[src/rtl/audio_mixer.sv]
// audio_mixer: sequential multi-channel gain/mute mixer, one MAC per cycle,
// with saturating output, sticky clip flag and overrun detection.
module audio_mixer #(
    parameter int NUM_CH     = 4,
    parameter int IN_WIDTH   = 16,
    parameter int GAIN_WIDTH = 8
) (
    input  logic                           clk,
    input  logic                           reset,
    input  logic                           sample_strobe_i,
    input  logic [NUM_CH*IN_WIDTH-1:0]     ch_data_i,
    input  logic [NUM_CH*GAIN_WIDTH-1:0]   gain_i,
    input  logic [NUM_CH-1:0]              mute_i,
    input  logic                           clip_clear_i,
    output logic [IN_WIDTH-1:0]            mix_o,
    output logic                           valid_o,
    output logic                           busy_o,
    output logic                           clip_o,
    output logic                           overrun_o
);
    localparam int ACC_W  = IN_WIDTH + GAIN_WIDTH + $clog2(NUM_CH) + 1;
    localparam int IDX_W  = NUM_CH > 1 ? $clog2(NUM_CH) : 1;
    localparam int PROD_W = IN_WIDTH + GAIN_WIDTH;

    typedef enum logic [1:0] {IDLE, ACCUM, OUTPUT} state_t;

    state_t                  state, state_nxt;
    logic [IN_WIDTH-1:0]     ch_snap   [NUM_CH];
    logic [GAIN_WIDTH-1:0]   gain_snap [NUM_CH];
    logic [NUM_CH-1:0]       mute_snap;
    logic [ACC_W-1:0]        acc, res;
    logic [IDX_W-1:0]        idx;
    logic [PROD_W-1:0]       prod;
    logic                    last, sat, start;

    always_comb begin
        prod  = mute_snap[idx] ? '0 : PROD_W'(ch_snap[idx]) * PROD_W'(gain_snap[idx]);
        last  = idx == IDX_W'(NUM_CH - 1);
        res   = acc >> (GAIN_WIDTH - 1);
        sat   = |res[ACC_W-1:IN_WIDTH];
        start = state == IDLE && sample_strobe_i;
    end

    always_ff @(posedge clk or posedge reset) begin
        if (reset) state <= IDLE;
        else       state <= state_nxt;
    end

    always_comb begin
        state_nxt = state == IDLE  ? (sample_strobe_i ? ACCUM : IDLE) :
                    state == ACCUM ? (last ? OUTPUT : ACCUM) : IDLE;
    end

    always_comb begin
        busy_o = state != IDLE;
    end

    always_ff @(posedge clk or posedge reset) begin
        if (reset) begin
            for (int n = 0; n < NUM_CH; n++) begin
                ch_snap[n]   <= '0;
                gain_snap[n] <= '0;
            end
            mute_snap <= '0;
            acc       <= '0;
            idx       <= '0;
            mix_o     <= '0;
            valid_o   <= 1'b0;
            clip_o    <= 1'b0;
            overrun_o <= 1'b0;
        end else begin
            valid_o   <= state == OUTPUT;
            overrun_o <= sample_strobe_i && state != IDLE;
            // Set has priority over clear when both land on the same edge.
            clip_o    <= (state == OUTPUT && sat) || (clip_o && !clip_clear_i);
            if (start) begin
                for (int n = 0; n < NUM_CH; n++) begin
                    ch_snap[n]   <= ch_data_i[n*IN_WIDTH +: IN_WIDTH];
                    gain_snap[n] <= gain_i[n*GAIN_WIDTH +: GAIN_WIDTH];
                end
                mute_snap <= mute_i;
                acc       <= '0;
                idx       <= '0;
            end
            if (state == ACCUM) begin
                acc <= acc + ACC_W'(prod);
                idx <= idx + IDX_W'(1);
            end
            if (state == OUTPUT) mix_o <= sat ? '1 : res[IN_WIDTH-1:0];
        end
    end
endmodule

[config.mk]
export PLATFORM = sky130hd
export DESIGN_NAME = audio_mixer
export DESIGN_NICKNAME = d
export VERILOG_FILES = /design/src/rtl/audio_mixer.sv
export SDC_FILE = /design/constraint.sdc
export NUM_CORES = 1
export LEC_CHECK = 0
export CAP_MARGIN = 30
export CORE_ASPECT_RATIO = 0.6
export CORE_UTILIZATION = 58
export DETAILED_ROUTE_END_ITERATION = 6
export GPL_TIMING_DRIVEN = 0
export PLACE_DENSITY = 0.82
export SLEW_MARGIN = 10
export SYNTH_ARGS = -nofsm -noshare
export SYNTH_HDL_FRONTEND = slang
export SYNTH_SLANG_ARGS = --single-unit
[constraint.sdc]
create_clock -name clk -period 7.9 [get_ports clk]
set_input_delay 1.975 -clock clk [delete_from_list [all_inputs] [get_ports clk]]
set_output_delay 1.975 -clock clk [all_outputs]
set_load 0.01 [all_outputs]
==> flow_results.org, run 1 <==
** Outcome
- The flow ran to the end, and the final reports show no timing, DRC or antenna violations.

** Routing
- Number of DRC violations after detailed routing :: 0
- Using the TritonRoute via totals, the vias-per-cell ratio works out to about 5.6.
- Pre-antenna DRT Iters :: 7
- The routed layout has between 9000 and 10000 vias.
- For this block, the initial DRC count from the detailed router was between 900 and 1000.
- M1 WL :: between 10000 and 15000 um
- Wire segments on met2 add up to 12850 um in the final route.
- Detailed-route wire length per cell :: between 15 and 20 um
- Residual antenna-violating net count after detailed routing :: 0
- In this run the top signal layer used is met4.
- Detailed Route WL :: 29910 um
- Routed wire length on met3 :: 2682 um

** CTS
- Max Buffers Root-to-Sink :: 2
- Clock root cell :: clkbuf_16
- Worst-skew pair later-pin latency :: 0.44 ns
- CTS Hold Bufs :: 0
- CTS Buf Count :: 17
- Sinks on Clock Net :: 150
- H-tree lvl count :: 4
- CTS tree :: yes
- Clock-pin slew was measured on the worst setup and hold paths at around 0.06 ns.

** Yosys
- Fraction of the mapped netlist area in simple logic gates :: 0.2353
- By area the synthesized netlist is led by dfrtp_1 (33%), fa_1 (15%), nand2_1 (13%).
- Synthesis handed over a netlist of about 1300 instances.
- Flops & latches, synth :: 150
- Post-Synthesis Mean Instance Area :: between 8 and 9 um^2
- Portion of synthesized cell area occupied by the leading cell type :: 0.3250
- Of the total synthesized cell area, the portion taken by XOR and XNOR cells is 0.02654.
- The synthesized-area fraction occupied by ao, oa, aoi and oai cells was 0.08884.
- Cell taking the most area after synthesis :: dfrtp_1
- Of the total synthesized cell area, the portion taken by full adders, half adders and majority gates is 0.2221.
- Portion of the post-synthesis area used by sequential elements :: 0.3250
- Post-Syn Nets :: ~1500
- Counting flops with an async set or reset pin after synthesis yields a share of 1.000.
- For this run, the leading register cell type out of synthesis is dfrtp_1.
- Leading cell types by count after synthesis :: nand2_1 (399), dfrtp_1 (150), and2_1 (107)
- Yosys mapped a number of flops with a built-in enable equal to 0.
- Yosys Warn Count :: 0
- Cell with the most instances after synthesis :: nand2_1
- Synthesis instantiated 58 different standard cells from the library.
- After synthesis, the largest family of logic cells by area is simple AND/OR/NAND/NOR gates.
- Multiplexer fraction of the synthesized cell area :: 0.05135
- Post-synthesis instance area :: about 12000 um^2

** Worst setup path
- Data arrival time of the critical path :: between 7 and 8 ns
- The largest single stage delay on the critical path is 0.55 ns.
- For flop-to-flop paths, the worst setup slack is 0.42 ns.
- The number of buffers and inverters on the critical path is 6.
- Of all nets on the critical path, the largest fanout is 10.
- STA classifies the critical path startpoint as a flop.
- Required time of the critical path :: between 8 and 9 ns
- The endpoint identified for the worst register-to-register timing path is acc[24].
- Broken down by cell family, the worst path's largest delay share belongs to adder cells.
- By startpoint and endpoint, the worst setup path is classified as flop to flop.
- Worst Reg2Reg Path Length in Cells :: 30
- Crit path capture type :: flop
- Startpoint of the lowest-slack register-to-register path :: idx[1]
- Among the stages of the critical path, the cell type that occurs most often is fa_1.
- The slowest stage of the critical path belongs to the cell fa_1.

** STA
- Final sum of negative setup slack :: 0 ns
- Counting I/O delays and the setup requirement, the final critical path takes 7.481 ns.
- Setup repair after global routing missed its margin :: false
- Final Hold Fails :: 0
- For the pin with the worst max-slew slack, the measured transition is 0.6483 ns.
- Crit share post-route :: 0.9469
- In this run the tightest slew margin relative to its limit is 0.5678.
- The final max-slew violation count came to 0.
- Timing-limited maximum frequency :: between 0.1 and 0.15 GHz
- Fin Clk Skew :: a little under 0.009 ns
- Setup violations remaining at the end of the flow were counted as 0.

** Floorplan
- Number of core rows :: 39
- Die width :: 184.2 um
- Core footprint :: about 19000 um^2
- 124 I/O pins were placed.
- From bottom edge to top edge, the die measures around 110 um.
- Die area :: around 20000 um^2
- The initial utilization of the core area, before any placement, comes to 0.5992.

** Global routing
- In the global route stage, overall resource usage came out at 0.3110.
- Global-route wire length before repair :: approximately 50000 um
- Initial antenna violation count :: 0
- Via count of the first global-routing pass :: around 9600
- For this run the aggregate overflow at the end of global routing stands at 0.
- Entering global routing, the biggest net connects 116 pins.

** Flow run
- Total of max-cap violations :: 0

** Cells and area
- For this run, the post-layout net count is between 1500 and 2000.
- Excluding fillers, the count of instances in the completed layout stands at between 1500 and 2000.
- Of the cells placed in the final design, the portion with a size suffix greater than 1 is 0.07049.
- 0 antenna diodes ended up in the layout.
- Post-synthesis to final-layout area growth :: 20.07%

** Placement
- Once placement completed, the tool counted placed cells totaling roughly 1700.
- Buffers placed on the I/O ports in this run total around 120.
- HPWL Detailed :: ~23000 um
- Weighted congestion at the end of routability-driven global placement :: between 0.9 and 1

** Min path
- Along the worst hold path, the cell count comes to 2.
- Class of the tightest hold or removal check :: flop to flop
- The worst hold path terminates at mute_snap[1].
- The worst hold path begins at mute_snap[1].
per-layer routing:
| metal | track usage | vias up |
|---|---|---|
| met4 | 0.06500 | 0 |
| li1 | - | 4451 |
| met3 | 0.09067 | 39 |
| met2 | 0.4386 | 379 |
| met5 | 0 | - |
| met1 | 0.4746 | 4776 |
sequential cells by signal (all words and copies together) (netlist names):
name,count
state,2
overrun_o,1
gain_snap,32
valid_o,1
mix_o,16
acc,27
idx,2
clip_o,1
mute_snap,4
ch_snap,64
cell usage in the layout, fill, tap and decap left out, types with 8 or more instances in the layout:
| cell | n |
|---|---|
| nand2_1 | 399 |
| dfrtp_1 | 150 |
| clkdlybuf4s50_1 | 123 |
| and2_1 | 107 |
| inv_1 | 97 |
| fa_1 | 85 |
| ha_1 | 69 |
| clkbuf_1 | 41 |
| nand3_1 | 41 |
| nor2_1 | 39 |
| a21oi_1 | 30 |
| mux4_2 | 25 |
| o21ai_0 | 24 |
| o21ai_1 | 20 |
| xnor2_1 | 19 |
| clkbuf_16 | 17 |
| xor2_1 | 16 |
| a21o_1 | 14 |
| buf_4 | 10 |
| o21a_1 | 9 |
| nor3_1 | 8 |
| nor2b_1 | 8 |
worst max path at each step:
stage | from | to | cells past startpoint
2_1_floorplan | idx[0] | acc[23] | 28
5_1_grt | idx[0] | acc[24] | 29
3_3_place_gp | reset | ch_snap[53] | 2
3_5_place_dp | idx[1] | acc[23] | 29
4_1_cts | idx[1] | acc[23] | 29
6_report | idx[1] | acc[24] | 30
per-stage QoR:
step | util | setup WS, ns | hold slack, ns | instance area (um^2)
after floorplan | - | 0.9536 | 0.4403 | 11550
after global placement | 0.6803 | -0.1494 | 0.4528 | 13110
after detailed placement | 0.6824 | -0.1462 | 0.4568 | 13150
after CTS | 0.7143 | 0.02262 | 0.4762 | 13770
after global routing | 0.7194 | 0.02916 | 0.4961 | 13870
final | 0.7194 | 0.4195 | 0.4759 | 13870
repair_timing:
item                                    in CTS  in global routing
buffers inserted                             1                  7
pin swaps                                    1                  1
endpoints found under the setup margin       3                  8
gates resized for setup                      7                 18
final cells by class:
class | instances | area (um^2)
multi-input combinational | 982 | 7246
fill | 1447 | 5409
sequential | 150 | 3754
timing repair buffer | 133 | 1324
clock buffer | 20 | 446.7
inverter | 99 | 379.1
tap | 266 | 332.8
buffer | 52 | 235.2
clock inverter | 11 | 148.9
cell families (layout without fill, tap and decap cells):
family,count (synthesis),count (layout)
buffers and inverters,154,315
AO/OA/AOI/OAI,147,147
flip-flops,150,150
XOR/XNOR,35,35
adder cells (fa/ha/maj),154,154
multiplexers,28,28
AND/OR/NAND/NOR,618,618
tightest hold or removal path: cells and delay by family, from the launching register on:
| kind | cells | cell delay, ns |
|---|---|---|
| DFF | 1 | 0.34 |
| and+or+nand+nor | 2 | 0.10 |
Power of run 1 is left out: the tool's default activity adds up to more than one toggle a clock period on the data nets, which glitch-free logic cannot reach.
==> inputs of run 2 (changes only) <==
--- a/config.mk
+++ b/config.mk
@@ -7,10 +7,11 @@
 export LEC_CHECK = 0
 export CAP_MARGIN = 30
 export CORE_ASPECT_RATIO = 0.6
-export CORE_UTILIZATION = 58
+export CORE_UTILIZATION = 60
+export CTS_BUF_LIST = sky130_fd_sc_hd__clkbuf_8
 export DETAILED_ROUTE_END_ITERATION = 6
 export GPL_TIMING_DRIVEN = 0
-export PLACE_DENSITY = 0.82
+export PLACE_DENSITY = 0.84
 export SLEW_MARGIN = 10
 export SYNTH_ARGS = -nofsm -noshare
 export SYNTH_HDL_FRONTEND = slang
==> flow_results.org, run 2 (synthesized netlist as in run 1, its figures left out) <==
** Cells and area
- Post-synthesis to final-layout area growth :: 18.30%
- In the layout the commonest cells are nand2_1 (399), dfrtp_1 (150), clkdlybuf4s50_1 (123).
- Total of fill cells in the finished design :: 1347 (-6.9%)
- Antenna Cells :: 0 (unchanged)
- Number of flip-flops in the largest register :: 64 (unchanged)
- Final instance area :: 13660 um^2 (-1.5%)
- The library cell used most frequently in the layout, excluding fill and tap cells, is nand2_1.
- The area occupied by multi-input gates was 7253 um^2 (+0.10%).
- The share of layout cells above drive strength 1 was 0.07044 (about the same).
- The register area was 3754 um^2 (unchanged).
- Top register by number of flip-flops :: ch_snap
- The net total in the final layout came to 1694 (+0.059%).
- The largest registers in the layout are ch_snap: 64 flops, gain_snap: 32 flops, acc: 27 flops.

** STA
- Crit share post-route :: 0.9540 (+0.007078)
- The total setup violations reported at the end of the flow is 0 (unchanged).
- Final sum of negative setup slack :: 0 ns (unchanged)
- Final Max Tran Viols :: 0 (unchanged)
- Final min period :: 7.536 ns (+0.05592 ns)
- The final setup slack of the worst path is 0.3636 ns (-0.05592 ns).
- Final Hold Fails :: 0 (unchanged)
- Max_slew headroom :: 0.5198 (-0.04796)
- Slew @ Worst Pin :: 0.7203 ns (+0.07195 ns)
- The clock tree skew after final layout came to 0.01557 ns (+0.006651 ns).
- Timing-limited maximum frequency :: 0.1327 GHz (-0.74%)

** Placement
- Post-Place Setup Slack :: -0.1993 ns (-0.05315 ns)
- The cell area after placement came to 13120 um^2 (-0.25%).
- HPWL Detailed :: 22880 um (+0.47%)
- PortBufs :: 123 (unchanged)
- The weighted congestion reported at the end of routability-driven placement was 0.9184 (-0.72%).

** Global routing
- The pin count of the biggest net entering global routing was 111 (-4.3%).
- The number of antenna violations at the first check in global routing came to 0 (unchanged).
- Via count of the first global-routing pass :: 9256 (-3.4%)
- The remaining global-route overflow was 0 (unchanged).
- Global-route usage over all layers :: 0.3136 (+0.002658)
- Global-route wire length before repair :: 47430 um (-3.1%)

** CTS
- The worst-skew pair later-pin latency was 0.47 ns (+0.03 ns).
- The maximum number of buffers from clock root to sink was 2 (unchanged).
- The CTS clock-pin slew for the worst setup and hold paths is 0.08 ns (+0.02 ns).
- H-tree lvl count :: 4 (unchanged)
- The tree is rooted in a clkbuf_8.
- TritonCTS built the clock tree.
- The number of clock buffers inserted by TritonCTS was 17 (unchanged).
- Sinks on Clock Net :: 150 (unchanged)
- CTS Hold Bufs :: 0 (unchanged)

** Floorplan
- Chip height :: 109.5 um (-1.6%)
- The number of cell rows was 38 (-2.6%).
- The starting utilization of the core area came to 0.6260 (+0.02686).
- The standard cell core area is 18450 um^2 (-4.3%).
- Die width :: 181.1 um (-1.7%)
- The number of primary I/O pins is 124 (unchanged).
- Die area :: 19820 um^2 (-3.3%)

** Worst setup path
- Worst stage delay on the critical path :: 0.55 ns (about the same)
- The most numerous cell type found on the critical path is fa_1.
- Critical Path Source Type :: flop
- Crit path capture type :: flop
- Max stage delay cell, worst path :: fa_1
- The buffer and inverter count on the worst path is 6 (unchanged).
- Kind of critical path :: flop to flop
- The largest fanout on the critical path is 10 (unchanged).
- The worst path arrival time came to 7.87 ns (+0.07 ns).
- On the critical path the largest part of the delay comes from adder cells.
- Required time of the critical path :: 8.23 ns (about the same)

** Routing
- The overall via count from detail_route came to 9582 (-0.65%).
- The violation count after the first detailed-route iteration was 939 (-0.53%).
- The detailed-route vias per instance came to 5.677 (+0.82%).
- Pre-antenna DRT Iters :: 6 (-1)
- The average wire per standard cell was 17.61 um (+0.86%).
- Residual antenna-violating net count after detailed routing :: 0 (unchanged)
- Detailed Route WL :: 29730 um (-0.61%)
- The count of unresolved DRC violations after routing came to 0 (unchanged).

** Outcome
- Result of the run :: complete, no violations

** Min path
- Class of the tightest hold or removal check :: flop to flop

** Flow run
- The max capacitance violation total was 0 (unchanged).
## run 2: cell count changes in the layout (fill, tap and decap cells not counted), sizes merged
cell    change
clkbuf      -2
clkinv      -4
inv         +6
buf         +1
## run 2: layout make-up
type | count | share of cell area
Buffer | 53 | 0.01804
Tap cell | 240 | 0.02198
Clock inverter | 13 | 0.01154
Inverter | 99 | 0.02775
Sequential cell | 150 | 0.2747
Multi-Input combinational cell | 982 | 0.5309
Timing Repair Buffer | 133 | 0.09690
Clock buffer | 18 | 0.01813
## run 2: repair_timing
item                                    CTS  global route
pin swaps                                 0             2
gates resized for setup                   5            29
buffers inserted                          0             8
endpoints found under the setup margin    4            11
## run 2: per-layer routing
metal	track usage	wire length, um	vias up
li1	-	-	4447
met1	0.4732	14040	4729
met2	0.4569	12720	378
met3	0.08281	2679	28
met4	0.06174	285	0
met5	0	0	-
## run 2: final timing paths
path	start	slack, ns	to	cells after the start
worst max-delay path	idx[1]	0.36	acc[23]	29
worst min-delay path	ch_snap[3]	0.47	ch_snap[3]	2
worst max register to register	idx[1]	0.36	acc[23]	29
worst min register to register	ch_snap[3]	0.47	ch_snap[3]	2
max in group asynchronous	reset	5.18	ch_snap[52]	3
min in group asynchronous	reset	1.88	mix_o[14]	2
## run 2: worst reg2reg max path: cells and delay by family, from the launching register on
family	cells	cell delay, ns
adder cells (fa/ha/maj)	6	2.72
AO/OA/AOI/OAI	9	1.76
buffers and inverters	6	1.02
AND/OR/NAND/NOR	6	0.90
multiplexers	1	0.45
flip-flops	1	0.38
XOR/XNOR	1	0.18
## run 2: metrics by stage
step,hold WS [ns],utilization,instances
2_1_floorplan,0.4403,-,1286
3_3_place_gp,0.4534,0.7090,1649
3_5_place_dp,0.4568,0.7112,1651
4_1_cts,0.4765,0.7340,1682
5_1_grt,0.4967,0.7406,1688
6_report,0.4735,0.7406,1688
Power of run 2 is left out for the same reason.
